$ cat src/rtl/bus_pkg.sv
// Shared bus-arbitration definitions: widths, mux source indices, arbiter
// state encoding and a popcount helper.
package bus_pkg;

  localparam int unsigned N_SRC  = 32;
  localparam int unsigned SEL_W  = 5;
  localparam int unsigned CNT_W  = 6;
  localparam int unsigned HOLD_W = 8;

  // Mux select codes of the named bus sources; 24-31 are spare.
  localparam logic [SEL_W-1:0] SRC_R0     = SEL_W'(0);
  localparam logic [SEL_W-1:0] SRC_R1     = SEL_W'(1);
  localparam logic [SEL_W-1:0] SRC_R2     = SEL_W'(2);
  localparam logic [SEL_W-1:0] SRC_R3     = SEL_W'(3);
  localparam logic [SEL_W-1:0] SRC_R4     = SEL_W'(4);
  localparam logic [SEL_W-1:0] SRC_R5     = SEL_W'(5);
  localparam logic [SEL_W-1:0] SRC_R6     = SEL_W'(6);
  localparam logic [SEL_W-1:0] SRC_R7     = SEL_W'(7);
  localparam logic [SEL_W-1:0] SRC_R8     = SEL_W'(8);
  localparam logic [SEL_W-1:0] SRC_R9     = SEL_W'(9);
  localparam logic [SEL_W-1:0] SRC_R10    = SEL_W'(10);
  localparam logic [SEL_W-1:0] SRC_R11    = SEL_W'(11);
  localparam logic [SEL_W-1:0] SRC_R12    = SEL_W'(12);
  localparam logic [SEL_W-1:0] SRC_R13    = SEL_W'(13);
  localparam logic [SEL_W-1:0] SRC_R14    = SEL_W'(14);
  localparam logic [SEL_W-1:0] SRC_R15    = SEL_W'(15);
  localparam logic [SEL_W-1:0] SRC_HI     = SEL_W'(16);
  localparam logic [SEL_W-1:0] SRC_LO     = SEL_W'(17);
  localparam logic [SEL_W-1:0] SRC_ZHI    = SEL_W'(18);
  localparam logic [SEL_W-1:0] SRC_ZLO    = SEL_W'(19);
  localparam logic [SEL_W-1:0] SRC_PC     = SEL_W'(20);
  localparam logic [SEL_W-1:0] SRC_MDR    = SEL_W'(21);
  localparam logic [SEL_W-1:0] SRC_INPORT = SEL_W'(22);
  localparam logic [SEL_W-1:0] SRC_CSIGN  = SEL_W'(23);

  typedef enum logic [1:0] {
    IDLE = 2'd0,
    OWN  = 2'd1,
    GAP  = 2'd2
  } arb_state_t;

  // Number of set bits in a request vector (0..32).
  function automatic logic [CNT_W-1:0] popcount(input logic [N_SRC-1:0] v);
    logic [CNT_W-1:0] c;
    c = '0;
    for (int i = 0; i < int'(N_SRC); i++) begin
      c = c + CNT_W'(v[i]);
    end
    return c;
  endfunction

endpackage

$ cat src/rtl/bus_source_arbiter_if.sv
// Bus-source arbitration interface.
//   req       : per-source request lines (driven by the control sequencer)
//   grant     : one-hot owner grant
//   sel       : binary owner index, feeds the bus mux select
//   bus_valid : grant nonzero, sel meaningful
//   preempt   : pulse during the forced dead cycle
//   waiting   : count of requesters other than the owner
// master = arbiter side, slave = sequencer / mux side.
interface bus_source_arbiter_if;
  import bus_pkg::*;

  logic [N_SRC-1:0] req;
  logic [N_SRC-1:0] grant;
  logic [SEL_W-1:0] sel;
  logic             bus_valid;
  logic             preempt;
  logic [CNT_W-1:0] waiting;

  modport master (
    input  req,
    output grant, sel, bus_valid, preempt, waiting
  );

  modport slave (
    output req,
    input  grant, sel, bus_valid, preempt, waiting
  );

endinterface

$ cat src/rtl/bus_source_arbiter_rr_pick.sv
// Combinational round-robin picker: lowest-offset requester starting at
// ptr_i and searching upward with wrap.
//   req_i : request vector
//   ptr_i : search start index
//   any_o : at least one request present
//   win_o : winning index (0 when any_o is low)
module rr_pick
  import bus_pkg::*;
(
  input  logic [N_SRC-1:0] req_i,
  input  logic [SEL_W-1:0] ptr_i,
  output logic             any_o,
  output logic [SEL_W-1:0] win_o
);

  // Scan from the farthest offset down so the nearest requester wins last.
  always_comb begin
    any_o = 1'b0;
    win_o = '0;
    for (int i = int'(N_SRC) - 1; i >= 0; i--) begin
      if (req_i[ptr_i + SEL_W'(i)]) begin
        any_o = 1'b1;
        win_o = ptr_i + SEL_W'(i);
      end
    end
  end

endmodule

$ cat src/rtl/bus_source_arbiter.sv
// Bus source arbiter: turns 32 source requests into a registered one-hot
// grant plus binary mux select, round-robin among simultaneous requesters,
// with a bounded hold time and a one-cycle dead gap on preemption.
//   clock    : rising-edge clock
//   clear_n  : synchronous active-low clear
//   bus      : arbitration interface (master side), see bus_source_arbiter_if
// MAX_HOLD   : cycles an owner may keep the bus while others wait (1..255)
module bus_source_arbiter
  import bus_pkg::*;
#(
  parameter int unsigned MAX_HOLD = 15
) (
  input  logic                 clock,
  input  logic                 clear_n,
  bus_source_arbiter_if.master bus
);

  localparam logic [HOLD_W-1:0] HOLD_LIM = HOLD_W'(MAX_HOLD - 1);

  arb_state_t        state_q, state_d;
  logic [SEL_W-1:0]  ptr_q, ptr_d;
  logic [HOLD_W-1:0] hold_q, hold_d;
  logic [N_SRC-1:0]  grant_q, grant_d;
  logic [SEL_W-1:0]  sel_q, sel_d;
  logic              valid_q, valid_d;
  logic              preempt_q, preempt_d;
  logic [CNT_W-1:0]  waiting_q, waiting_d;

  logic              pick_any;
  logic [SEL_W-1:0]  pick_win;
  logic              owner_req;
  logic              others;
  logic              arb_en;

  rr_pick u_rr_pick (
    .req_i (bus.req),
    .ptr_i (ptr_q),
    .any_o (pick_any),
    .win_o (pick_win)
  );

  // Next-state and registered-output logic.
  always_comb begin
    state_d   = state_q;
    ptr_d     = ptr_q;
    hold_d    = hold_q;
    grant_d   = '0;
    sel_d     = sel_q;
    valid_d   = 1'b0;
    preempt_d = 1'b0;
    arb_en    = 1'b0;

    owner_req = bus.req[sel_q];
    others    = |(bus.req & ~grant_q);

    case (state_q)
      IDLE, GAP: arb_en = 1'b1;
      OWN: begin
        if (!owner_req) begin
          // Release wins over a coincident timeout: zero-bubble handoff.
          arb_en = 1'b1;
        end else if (others && (hold_q >= HOLD_LIM)) begin
          state_d   = GAP;
          preempt_d = 1'b1;
          hold_d    = '0;
        end else begin
          grant_d = grant_q;
          valid_d = 1'b1;
          if (others && (hold_q != '1)) begin
            hold_d = hold_q + HOLD_W'(1);
          end
        end
      end
      default: state_d = IDLE;
    endcase

    // In OWN the owner bit is already low here, so it cannot re-win.
    if (arb_en) begin
      if (pick_any) begin
        state_d = OWN;
        grant_d = N_SRC'(1) << pick_win;
        sel_d   = pick_win;
        valid_d = 1'b1;
        ptr_d   = pick_win + SEL_W'(1);
        hold_d  = '0;
      end else begin
        state_d = IDLE;
      end
    end

    // Counted against the grant being registered this edge.
    waiting_d = popcount(bus.req & ~grant_d);
  end

  always_ff @(posedge clock) begin
    if (!clear_n) begin
      state_q   <= IDLE;
      ptr_q     <= '0;
      hold_q    <= '0;
      grant_q   <= '0;
      sel_q     <= '0;
      valid_q   <= 1'b0;
      preempt_q <= 1'b0;
      waiting_q <= '0;
    end else begin
      state_q   <= state_d;
      ptr_q     <= ptr_d;
      hold_q    <= hold_d;
      grant_q   <= grant_d;
      sel_q     <= sel_d;
      valid_q   <= valid_d;
      preempt_q <= preempt_d;
      waiting_q <= waiting_d;
    end
  end

  assign bus.grant     = grant_q;
  assign bus.sel       = sel_q;
  assign bus.bus_valid = valid_q;
  assign bus.preempt   = preempt_q;
  assign bus.waiting   = waiting_q;

endmodule

$ cat src/flat_wrapper.sv
// flat-port wrapper written by rule: the top's interface ports become plain ports
module bus_source_arbiter_flat import bus_pkg::*;
#(
  parameter int unsigned MAX_HOLD = 15
)
  (clock, clear_n, bus_req, bus_grant, bus_sel, bus_bus_valid, bus_preempt, bus_waiting);
  bus_source_arbiter_if bus_i ();
  input  logic clock;
  input  logic clear_n;
  input wire logic [$bits(bus_i.req)-1:0] bus_req;
  output wire logic [$bits(bus_i.grant)-1:0] bus_grant;
  output wire logic [$bits(bus_i.sel)-1:0] bus_sel;
  output wire logic [$bits(bus_i.bus_valid)-1:0] bus_bus_valid;
  output wire logic [$bits(bus_i.preempt)-1:0] bus_preempt;
  output wire logic [$bits(bus_i.waiting)-1:0] bus_waiting;
  assign bus_i.req = bus_req;
  assign bus_grant = bus_i.grant;
  assign bus_sel = bus_i.sel;
  assign bus_bus_valid = bus_i.bus_valid;
  assign bus_preempt = bus_i.preempt;
  assign bus_waiting = bus_i.waiting;
  bus_source_arbiter #(.MAX_HOLD(MAX_HOLD)) u_core (.clock(clock), .clear_n(clear_n), .bus(bus_i));
endmodule
$ cat config.mk
export PLATFORM = sky130hd
export DESIGN_NAME = bus_source_arbiter_flat
export DESIGN_NICKNAME = d
export VERILOG_FILES = /design/src/rtl/bus_pkg.sv /design/src/rtl/bus_source_arbiter_if.sv /design/src/rtl/bus_source_arbiter_rr_pick.sv /design/src/rtl/bus_source_arbiter.sv /design/src/flat_wrapper.sv
export SDC_FILE = /design/constraint.sdc
export NUM_CORES = 1
export LEC_CHECK = 0
export ABC_AREA = 1
export ABC_CLOCK_PERIOD_IN_PS = 26700
export BUFFER_PORTS_ARGS = -buffer_cell sky130_fd_sc_hd__buf_2
export CAP_MARGIN = 40
export CORE_ASPECT_RATIO = 1.25
export CORE_MARGIN = 8
export CORE_UTILIZATION = 29
export DETAILED_ROUTE_END_ITERATION = 16
export SYNTH_ARGS = -nofsm -noshare
export SYNTH_HDL_FRONTEND = slang
export SYNTH_SLANG_ARGS = --single-unit
export TNS_END_PERCENT = 1
$ cat constraint.sdc
create_clock -name clock -period 26.7 [get_ports clock]
set_input_delay 5.34 -clock clock [delete_from_list [all_inputs] [get_ports clock]]
set_output_delay 5.34 -clock clock [all_outputs]
set_load 0.01 [all_outputs]
# Word-level counts from Yosys, hierarchy flattened
# Cells that the tools add are included.
dict set report totals {
  reg_bits 60
  in_bits 34
  out_inout_bits 45
  wordCells 279
}
dict set report classes {
  addsub 64
  magnitude_cmp 34
  eq_ne 6
  shift 1
  n_mux 154
  bitwise 4
  reduce_logical 8
}
# cell n
set ops {}
lappend ops {{< comparator 5 x 6 -> 1 bit (second input constant)} 33}
lappend ops {{adder 6 x 1 -> 6 bit} 30}
lappend ops {{binary-select mux 1 bit (select 5 bit)} 33}
lappend ops {{two-way mux 32 bit} 5}
lappend ops {{two-way mux 5 bit} 32}
lappend ops {{adder 5 bit (second input constant)} 16}
lappend ops {{two-way mux 1 bit} 73}
lappend ops {{bitwise AND 32 bit} 2}
lappend ops {{NOT 32 bit} 2}
lappend ops {{two-way mux 8 bit} 6}
lappend ops {{adder 5 x 4 -> 5 bit (second input constant)} 8}
lappend ops {{OR reduction 32 bit} 1}
lappend ops {{<< shifter 1 x 5 -> 32 bit (first input constant)} 1}
lappend ops {{adder 5 x 3 -> 5 bit (second input constant)} 4}
lappend ops {{adder 5 x 1 -> 5 bit (second input constant)} 2}
lappend ops {{adder 5 x 2 -> 5 bit (second input constant)} 2}
lappend ops {{adder 8 x 1 -> 8 bit (second input constant)} 1}
lappend ops {{>= comparator 8 x 4 -> 1 bit (second input constant)} 1}
lappend ops {{!= test 8 bit (second input constant)} 1}
lappend ops {{two-way mux 2 bit} 3}
lappend ops {{!= test 3 x 1 -> 1 bit (second input constant)} 2}
lappend ops {{AND reduction 3 bit} 2}
lappend ops {{one-hot mux 2 bit (2 select lines)} 1}
lappend ops {{adder 1 x 1 -> 2 bit} 1}
lappend ops {{other kinds (8)} 9}

# Longest topological paths before layout
# Gate-level depths: netlist (run 1).
dict set report depth {
  word_depth 71
  ltp_mapped 75
  ltp_nobuf 70
}

# Modules after synthesis
# From an unflattened synthesis (run 1), not the netlist that was laid out.
dict set report unflattened {
  cells_unflattened 1503
  area_unflattened_um2 8740.9
}
# mod instances cells_each area_per_inst_um2 seq_area_each_um2
set modules_own_cells {}
lappend modules_own_cells {bus_source_arbiter 1 656 4708.3 1201.2}
lappend modules_own_cells {rr_pick 1 847 4032.6 0.0}

# Worst setup path after synthesis (run 1)
# OpenSTA, ideal clock, no wires.
dict set report synth_timing {
  path_kind {input to register}
  startpoint {input bus_req[11]}
  endpoint {register u_core.waiting_q[4], in the netlist u_core.bus.waiting[4]}
  setup_ps 119
  arrival_ps 12769
  required_time_ps 26581
  slack_ps 13811
  stages 62
  n_path_buf 0
  path_cell_list {nand2_1 > nand3_1 > nand3_1 > nand2_1 > inv_1 > nand2_1 > o21ai_0 > o21ai_0 > inv_1 > nand2_1 > nand2_1 > nand2_1 > nand3_1 > nand3_1 > nand2_1 > nand2_1 > nand2_1 > nand2_1 > [26 not listed] > fa_1 > fa_1 > fa_1 > fa_1 > fa_1 > inv_1 > fa_1 > inv_1 > fa_1 > inv_1 > fa_1 > nand2_1 > inv_1 > nor2_1 > nor2_1 > nor2_1 > o21ai_0 > a21oi_1}
}
dict set report synth_via {
  elab_chain_cells 70
  elab_cells_between_ends 174
  classes_between {31 x add/sub; 1 x shift; 137 x mux; 3 x bitwise; 2 x reduce/logical}
}
# item line_no
set synth_lines {}
lappend synth_lines {{start: declaration} flat_wrapper.sv:10} ;# input wire logic [$bits(bus_i.req)-1:0] bus_req;
lappend synth_lines {{binary-select mux 1 bit (select 5 bit)} bus_source_arbiter_rr_pick.sv:21} ;# if (req_i[ptr_i + SEL_W'(i)]) begin
lappend synth_lines {{two-way mux 1 bit (implied by the code)} bus_source_arbiter_rr_pick.sv:21}
lappend synth_lines {{two-way mux 5 bit (32 in series)} bus_source_arbiter_rr_pick.sv:21}
lappend synth_lines {{<< shifter 1 x 5 -> 32 bit} bus_source_arbiter.sv:81} ;# grant_d = N_SRC'(1) << pick_win;
lappend synth_lines {{two-way mux 32 bit} bus_source_arbiter.sv:79} ;# if (pick_any) begin
lappend synth_lines {{two-way mux 32 bit} bus_source_arbiter.sv:78} ;# if (arb_en) begin
lappend synth_lines {{NOT 32 bit} bus_source_arbiter.sv:92} ;# waiting_d = popcount(bus.req & ~grant_d);
lappend synth_lines {{bitwise AND 32 bit *} bus_source_arbiter.sv:92}
lappend synth_lines {{adder 1 x 1 -> 2 bit} bus_pkg.sv:47} ;# c = c + CNT_W'(v[i]);
lappend synth_lines {{adder 6 x 1 -> 6 bit (29 in series)} bus_pkg.sv:47}
lappend synth_lines {{adder 6 x 1 -> 6 bit *} bus_pkg.sv:47}
lappend synth_lines {{end signal: assignment} bus_source_arbiter.sv:113} ;# waiting_q <= waiting_d;
lappend synth_lines {{end: declaration} bus_source_arbiter.sv:27} ;# logic [CNT_W-1:0] waiting_q, waiting_d;
# Mark *: on every way between the ends. The rest lies on a longest branch, timed or not. The select of a mux whose other input is x is not followed.
# A chain may end at the register's enable or synchronous reset.

# Worst setup path after layout (run 1)
dict set report layout_timing {
  startpoint {input bus_req[13]}
  endpoint {register u_core.waiting_q[4], in the netlist u_core.bus.waiting[4]}
}
# Same word-level chain as after synthesis.

==> impl_results.md, run 1 <==
- Outcome: complete, no violations
- Crit path top cell by count: nand2_1
- FFs w/ async S/R, synth: 0
- Relative slew margins: 0.414
- First-pass GRT wire length: between 50,000 and 60,000 µm
- YS warnings: 0
- Clock skew: 0.00774 ns
- Max Root-Sink Buffers: 2
- Cell count after synthesis: 1,395
- Initial antenna violation count: 2
- Syn Area/Cell: 5.76 µm²
- Crit path max fanout: 6
- Final setup vio count: 0
- Seq/Total Area, Yosys: 0.149
- Synthesized cell area: 8040 µm²
- WL met2: roughly 17,000 µm
- First-pass DRT Iterations: 6
- FF-to-FF setup slack: ~16 ns
- Placer congestion estimate: 1.05
- Post-synthesis register bit count: 60
- Worst path arrival time: 14.42 ns
- Synth area leader: nand2_1
- Fin crit period: around 14 ns
- Fin crit share: 0.532
- Worst-path clk slew: 0.06 ns
- Initial Util: 0.292
- Post-synth top area share: 0.177
- GRT Total Usage: 0.200
- Count leader, synth: nand2_1
- Post-synth EDFFs: 0
- Largest net degree at the start of global routing: 58
- # resized after CTS: 0
- Die Wd: around 160 µm
- IO Pins: just under 80
- ANT nets after route: 0
- Highest routed metal layer: met4
- Layout cells sized above 1: 0.109
- Layout net count: 1,529
- H-tree depth: 3
- Hold WS: slightly above 0.5 ns
- Vias in the first global route: 9,480
- CORE AREA: 27,500 µm²
- DRC errors left: 0
- Clock latency on the worst-skew pair: approximately 0.33 ns
- Max incr delay on CP: 0.80 ns
- Drt via density: 5.39
- Final instance area: 9040 µm²
- Drt total wl: 33,500 µm
- CTS Hold Bufs: 0
- Crit path capture type: flip-flop
- Commonest cells post-synth: 380 x nand2_1, 263 x nand3_1, 159 x inv_1
- Main flop type after synthesis: dfxtp_1
- Synth area leaders: nand2_1 18%, nand3_1 16%, dfxtp_1 15%
- Via count: about 9,700
- 1st-iter DRT viols: 954
- Placement Cell Area: 8660 µm²
- Number of buffers created by CTS: 9
- DP Wirelength: between 20,000 and 30,000 µm
- Filler instances: 3,078
- Metal3 WL: 2300 µm
- Final Util: 0.329
- Met1 wire length: 12,800 µm
- Max-cap viol count: 0
- CTS Sinks: 60
- CTS tree: yes
- Syn nets: 1,478
- Hold Crit Class: flip-flop to flip-flop
- Hold Violations, Final: 0
- Synth cell types: 54
- Crit path kind: primary input to flip-flop
- Critical Path RT: 26.92 ns
- Slew @ Worst Pin: 0.869 ns
- P&R area growth vs syn: 12.5%
- Slew Viols, Final: 0
- RSZ-0062 raised after global routing: false
- Worst path slowest cell: o21ai_0
- I/O Buffers: 78
- Die Y: 202 µm
- Setup TNS: 0 ns
- Element type at the critical path start: primary input
- Die ar.: 33,300 µm²
- Congestion Overflow GR: 0
- F_max: 0.0704 GHz
- Wire per inst: 18.6 µm
- Postcts setup bufs: 0
- Root Buffer: clkbuf_16
- FP Rows: 68
[placed cells by master, fill, tap and decap left out, types with 3 or more instances in the layout]
cell	instances
nand2_1	380
a22oi_1	3
nand3_1	263
buf_4	11
a31oi_1	3
o21ai_0	54
inv_1	159
o22ai_1	17
clkinv_1	9
or2_1	3
nand3_2	4
nand4_1	5
o21ai_1	5
dfxtp_1	60
fa_1	24
bufinv_16	4
xor2_2	3
inv_2	7
a211oi_1	3
o21a_1	3
xor2_1	10
nor2_2	7
nor2_1	88
clkbuf_16	9
a21oi_1	151
buf_2	78
nand2_2	15
nor3_1	8
ha_1	25
nor4_1	7
or2_2	3
[critical path: cells and delay by family]
| kind | cells | cell delay [ns] |
|---|---|---|
| adder cells (fa/ha/maj) | 10 | 4.16 |
| AND/OR/NAND/NOR | 39 | 2.76 |
| buffers and inverters | 10 | 0.86 |
| AO/OA/AOI/OAI | 4 | 1.27 |
[per-stage QoR]
stage               cells  setup WS (ns)
finish               1803          12.50
global route         1803          11.87
CTS                  1801          12.57
detailed placement   1785          12.24
global placement     1784          12.23
floorplan            1395          13.81
[routing by layer]
metal / vias up / global-route usage
met4: 0 / 0.113
met5: - / 0
met3: 97 / 0.0277
li1: 4720 / -
met1: 4429 / 0.224
met2: 464 / 0.353
[flip-flops by register name, summed over array words and instances (netlist names)]
name / flops
u_core.bus.grant: 32
u_core.hold_q: 8
u_core.bus.waiting: 6
u_core.bus.sel: 5
u_core.ptr_q: 5
u_core.state_q: 2
u_core.bus.bus_valid: 1
u_core.bus.preempt: 1
[cell families after synthesis]
family | synth area share
AO/OA/AOI/OAI | 0.180
XOR/XNOR | 0.0246
adder cells (fa/ha/maj) | 0.0987
buffers and inverters | 0.120
flip-flops | 0.149
AND/OR/NAND/NOR | 0.427
[cell type report]
| type | instances | area [µm²] | share of cell area |
|---|---|---|---|
| multi-input cells | 1110 | 5870 | 0.649 |
| flip-flops and latches | 60 | 1200 | 0.133 |
| inverters | 175 | 657 | 0.0727 |
| repair buffers | 90 | 500 | 0.0554 |
| well taps | 350 | 438 | 0.0484 |
| clock buffers | 9 | 225 | 0.0249 |
| clock inverters | 7 | 146 | 0.0162 |
| diodes | 2 | 5.00 | 0.000554 |
[final timing paths]
path,startpoint,to,cells after the start
setup / recovery,bus_req[13],u_core.bus.waiting[4],63
hold / removal,u_core.bus.grant[21],u_core.bus.grant[21],2
setup reg to reg,u_core.ptr_q[0],u_core.bus.waiting[4],63
hold reg to reg,u_core.bus.grant[21],u_core.bus.grant[21],2
Power of run 1 is not shown: default switching activity piles up to over one toggle a cycle in this logic, so the estimate is an artifact.
==> run 2: changes to the inputs <==
ABC_CLOCK_PERIOD_IN_PS = 12150   (was 26700)
clock period = 12.15 ns   (was 26.7 ns; I/O delays follow)
==> run 2 against run 1 <==
Setup slack got worse by 11 ns; register-to-register slack got worse by 14 ns; global-route usage fell by 0.43 points; non-clock buffer count rose by 9; routed wire length fell by 2.4%; sequential share of layout area barely moved; critical path depth did not move; flip-flop and latch count did not move; clock skew fell by 0.0014 ns.
==> impl_results.md, run 2 (synthesis results as in run 1) <==
- RSZ-0062 raised after global routing: false
- Max reg flops: 32 (unchanged)
- F_max: 0.0902 GHz
- Outcome: complete, no violations
- DRC errors left: 0 (unchanged)
- Hold Violations, Final: 0 (unchanged)
- Setup TNS: 0 ns (unchanged)
- Max Root-Sink Buffers: 2 (unchanged)
- Placement Cell Area: 8710 µm² (+0.55%)
- H-tree depth: 3 (unchanged)
- Vias in the first global route: 9,260 (-2.3%)
- Crit path capture type: flip-flop
- Fin crit period: 11.08 ns
- ANT nets after route: 0 (unchanged)
- First-pass GRT wire length: 51,400 µm (-1.8%)
- # resized after CTS: 0 (unchanged)
- Die Y: 202 µm (unchanged)
- Crit path buf inv count: 10 (unchanged)
- Hold Crit Class: flip-flop to flip-flop
- Element type at the critical path start: primary input
- Root Buffer: clkbuf_16
- Congestion Overflow GR: 0 (unchanged)
- Number of buffers created by CTS: 9 (unchanged)
- Initial antenna violation count: 3 (+1)
- Fin crit share: 0.912
- CTS tree: yes
- Largest net degree at the start of global routing: 58 (unchanged)
- 1st-iter DRT viols: 922 (-3.4%)
- CTS Sinks: 60 (unchanged)
- Postcts setup bufs: 0 (unchanged)
- Clock skew: 0.00636 ns (-0.00138 ns)
- Wire per inst: 18.1 µm (-3.0%)
- Die Wd: 165 µm (unchanged)
- Hold depth: 2 (unchanged)
- Slew @ Worst Pin: 0.837 ns (-0.0319 ns)
- Drt total wl: 32,700 µm (-2.4%)
- Initial Util: 0.292 (unchanged)
- P&R area growth vs syn: 12.5% (about the same)
- I/O Buffers: 78 (unchanged)
- Max-cap viol count: 0 (unchanged)
- Final instance area: 9040 µm² (about the same)
- GRT Total Usage: 0.195 (-0.00426)
- Clock latency on the worst-skew pair: 0.33 ns (about the same)
- Crit path max fanout: 6 (unchanged)
- Critical Path RT: 12.37 ns (-14.55 ns)
- Commonest non-fill, non-tap cells in the layout: 380 x nand2_1, 263 x nand3_1, 159 x inv_1
- CORE AREA: 27,500 µm² (unchanged)
- Worst path slowest cell: o21ai_0
- Final setup vio count: 0 (unchanged)
- Critical path depth: 63 (unchanged)
- Cell family with most CP delay: adder cells
- Max incr delay on CP: 0.65 ns (-0.15 ns)
- Via count: 9,738 (+0.29%)
- Worst path arrival time: 11.30 ns (-3.12 ns)
- Commonest non-fill, non-tap cell in the layout: nand2_1
- Die ar.: 33,300 µm² (unchanged)
- Placer congestion estimate: 0.974 (-6.8%)
- Slew Viols, Final: 0 (unchanged)
- Crit path top cell by count: nand2_1
- FP Rows: 68 (unchanged)
- CTS Hold Bufs: 0 (unchanged)
- First-pass DRT Iterations: 5 (-1)
- R2R depth: 69 (+9.5%)
- Crit path kind: primary input to flip-flop
- Layout net count: 1,538 (+0.59%)
- IO Pins: 79 (unchanged)
- Layout cells sized above 1: 0.114 (+0.00549)
- Drt via density: 5.37 (-0.26%)
- Relative slew margins: 0.439 (+0.0246)
- Worst-path clk slew: 0.05 ns (about the same)
- DP Wirelength: 26,100 µm (-1.1%)
[run 2: cell types whose count changed in the layout (fill, tap and decap cells not counted), sizes merged]
cell and delta:
buf +9, clkinvlp +3, bufinv -2, diode +1, inv -1
[run 2: metrics by stage]
stage / utilization / hold slack (ns) / cells / setup slack (ns)
after global placement: 0.317 / 0.499 / 1794 / 0.875
after CTS: 0.329 / 0.511 / 1810 / 1.20
final: 0.329 / 0.510 / 1813 / 1.07
after detailed placement: 0.317 / 0.500 / 1794 / 0.847
after floorplan: - / 0.480 / 1395 / 2.17
after global routing: 0.329 / 0.536 / 1813 / 0.361
[run 2: cell type report]
class | instances | area, µm²
antenna | 3 | 7.51
sequential | 60 | 1200
fill | 3074 | 18400
clock buffer | 9 | 225
clock inverter | 7 | 100
inverter | 175 | 657
tap | 350 | 438
timing repair buffer | 99 | 548
multi-input combinational | 1110 | 5870
[run 2: path summary, 6_finish.rpt]
check,slack [ns],end,startpoint
setup / recovery,1.07,u_core.bus.waiting[4],bus_req[12]
hold / removal,0.51,u_core.bus.grant[11],u_core.bus.grant[11]
setup reg to reg,1.73,u_core.bus.waiting[4],u_core.ptr_q[0]
hold reg to reg,0.51,u_core.bus.grant[11],u_core.bus.grant[11]
[run 2: routing by layer]
| metal | vias to the layer above | global-route usage | part of all wire |
|---|---|---|---|
| met5 | - | 0 | 0 |
| met4 | 0 | 0.126 | 0.067 |
| met3 | 137 | 0.0246 | 0.059 |
| met2 | 473 | 0.333 | 0.49 |
| met1 | 4396 | 0.225 | 0.39 |
| li1 | 4732 | - | - |
[run 2: tightest hold or removal path: stages, from the launching register on]
cell and delay (ns):
dfxtp_1 0.32, nand2_1 0.08, a21oi_1 0.06
Power of run 2 is left out for the same reason.
==> run 3: changes to the inputs <==
ABC_AREA = unset   (was 1)
CORE_UTILIZATION = 55   (was 29)
PLACE_DENSITY = 0.77   (was unset)
==> run 3 against run 2 <==
Die area fell by 25%; register-to-register slack got worse by 0.92 ns; count of clock-buffer cells in the layout did not move; critical endpoint unchanged; largest cell class unchanged; highest routed layer unchanged.
==> impl_results.md, run 3 <==
- Largest net degree at the start of global routing: 59 (+1.7%)
- Syn nets: 1,315 (-11%)
- Highest routed metal layer: met4
- Slew @ Worst Pin: 0.964 ns (+0.126 ns)
- 1st-iter DRT viols: 1,808 (+96%)
- Clock skew: 0.0112 ns (+0.00487 ns)
- Critical Path RT: 12.34 ns (-0.03 ns)
- Slew Viols, Final: 0 (unchanged)
- Max incr delay on CP: 0.55 ns (-0.10 ns)
- RSZ-0062 raised after global routing: false
- First-pass GRT wire length: 73,300 µm (+43%)
- F_max: 0.0878 GHz (-2.7%)
- Post-synth top area share: 0.235 (+0.0570)
- Post-synth EDFFs: 0 (unchanged)
- Number of buffers created by CTS: 9 (unchanged)
- GRT Total Usage: 0.394 (+0.199)
- Fin crit share: 0.937 (+0.0250)
- Vias in the first global route: 11,500 (+25%)
- Syn Area/Cell: 8.96 µm² (+56%)
- Via count: 11,700 (+20%)
- YS warnings: 0 (unchanged)
- Placement Cell Area: 11,700 µm² (+35%)
- R2R depth: 32 (-54%)
- Initial antenna violation count: 0 (-3)
- H-tree depth: 3 (unchanged)
- Wire per inst: 31.7 µm (+75%)
- Synth area leaders: mux4_2 23%, dfxtp_1 11%, mux2i_1 7.3%
- Commonest cells post-synth: 115 x mux4_2, 109 x nor2_1, 93 x nand2_1
- Root Buffer: clkbuf_16
- Hold depth: 1 (-1)
- Filler instances: 1,764 (-43%)
- Met1 wire length: 16,500 µm (+30%)
- CTS tree: yes
- CTS Hold Bufs: 0 (unchanged)
- FFs w/ async S/R, synth: 0 (unchanged)
- Commonest non-fill, non-tap cells in the layout: 115 x mux4_2, 109 x nor2_1, 93 x nand2_1
- Worst-path clk slew: 0.06 ns (about the same)
- Crit path kind: primary input to flip-flop
- Footprint of the multi-input gates: 9060 µm² (+54%)
- Crit path max fanout: 13 (+7)
- Commonest non-fill, non-tap cell in the layout: mux4_2
- Antenna Cells: 0 (-3)
- Layout net count: 1,345 (-13%)
- Die Y: 174 µm (-14%)
- # resized after CTS: 0 (unchanged)
- Congestion Overflow GR: 0 (unchanged)
- Count leader, synth: mux4_2
- Non-filler instance count after layout: 1,537 (-15%)
- CTS Sinks: 60 (unchanged)
- Hold Crit Class: flip-flop to flip-flop
- Crit path top cell by count: fa_1
- Metal3 WL: 5110 µm (+160%)
- Synthesized cell area: 11,000 µm² (+37%)
- Setup TNS: 0 ns (unchanged)
- Relative slew margins: 0.341 (-0.0982)
- Crit path capture type: flip-flop
- I/O Buffers: 78 (unchanged)
- Die ar.: 24,900 µm² (-25%)
- Final instance area: 12,000 µm² (+33%)
- IO Pins: 79 (unchanged)
- Postcts setup bufs: 0 (unchanged)
- Register area: 1210 µm² (+0.52%)
- Seq/Total Area, Yosys: 0.109 (-0.0407)
- Synth cell types: 94 (+74%)
- Placer congestion estimate: 1.01 (+3.5%)
- Main flop type after synthesis: dfxtp_1
- Post-synthesis register bit count: 60 (unchanged)
- Clock latency on the worst-skew pair: 0.33 ns (about the same)
- Worst path slowest cell: fa_1
- Die Wd: 143 µm (-13%)
- Worst path arrival time: 11.58 ns (+0.28 ns)
- Initial Util: 0.555 (+0.263)
- Fin crit period: 11.39 ns (+0.304 ns)
- Max Root-Sink Buffers: 2 (unchanged)
- DRC errors left: 0 (unchanged)
- Final setup vio count: 0 (unchanged)
- WL met2: 22,600 µm (+42%)
- DP Wirelength: 36,800 µm (+41%)
- Drt via density: 7.58 (+41%)
- Outcome: complete, no violations
- FP Rows: 58 (-15%)
- Element type at the critical path start: primary input
- CORE AREA: 19,900 µm² (-28%)
- Max reg flops: 32 (unchanged)
- Cells after DPL: 1,521 (-15%)
- Drt total wl: 48,700 µm (+49%)
- P&R area growth vs syn: 8.98%
- Cell count after synthesis: 1,232 (-12%)
- First-pass DRT Iterations: 6 (+1)
- Layout cells sized above 1: 0.272 (+0.158)
- ANT nets after route: 0 (unchanged)
- Max-cap viol count: 0 (unchanged)
- Synth area leader: mux4_2
- Hold Violations, Final: 0 (unchanged)
## run 3: cell count changes after synthesis, sizes merged, moves of 18 or more
cell	before	now
mux2	0	47
mux4	0	116
o21ai	62	38
a21oi	154	40
inv	166	70
o211ai	1	19
mux2i	0	81
xnor2	4	30
nand2	396	93
nand3	267	28
and2	0	32
clkbuf	22	75
a22oi	3	34
## run 3: path summary, 6_finish.rpt
| kind | to | startpoint | slack, ns |
|---|---|---|---|
| setup reg to reg | u_core.bus.waiting[4] | u_core.ptr_q[1] | 0.81 |
| hold reg to reg | u_core.hold_q[3] | u_core.hold_q[3] | 0.49 |
| setup / recovery | u_core.bus.waiting[4] | bus_req[31] | 0.76 |
| hold / removal | u_core.hold_q[3] | u_core.hold_q[3] | 0.49 |
## run 3: area by class of cell
type	instances	area share
clock buffer	9	0.0187
clock inverter	7	0.00624
inverter	73	0.0228
multi-input combinational	984	0.753
sequential	60	0.100
tap	270	0.0281
timing repair buffer	134	0.0710
## run 3: cells by family after synthesis
kind of cell	after synthesis	share of synthesized area
fa+ha+maj	49	0.0718
mux	244	0.359
xor+xnor	36	0.0292
buf+inv	188	0.0722
flops	60	0.109
simple gates	353	0.157
compound gates	302	0.203
## run 3: metrics by stage
step	util	hold WS, ns	setup slack (ns)
after floorplan	-	0.462	1.62
after global placement	0.585	0.484	0.565
after detailed placement	0.590	0.480	0.638
after CTS	0.605	0.493	0.933
after global routing	0.605	0.502	0.312
final	0.605	0.494	0.764
## run 3: routing by layer
| layer | up-vias | GRT usage |
|---|---|---|
| li1 | 4784 | - |
| met1 | 5592 | 0.456 |
| met2 | 1003 | 0.630 |
| met3 | 274 | 0.0752 |
| met4 | 0 | 0.305 |
| met5 | - | 0 |
## run 3: worst max-delay path: cells and delay by family
family	cells	cell delay, ns
xor gates and xnor gates	1	0.17
adders and majority gates	9	3.90
buffers and inverters	7	0.92
and+or+nand+nor	6	1.43
muxes	4	1.52
AOI/OAI and AO/OA	5	1.20
Power of run 3 is left out for the same reason.
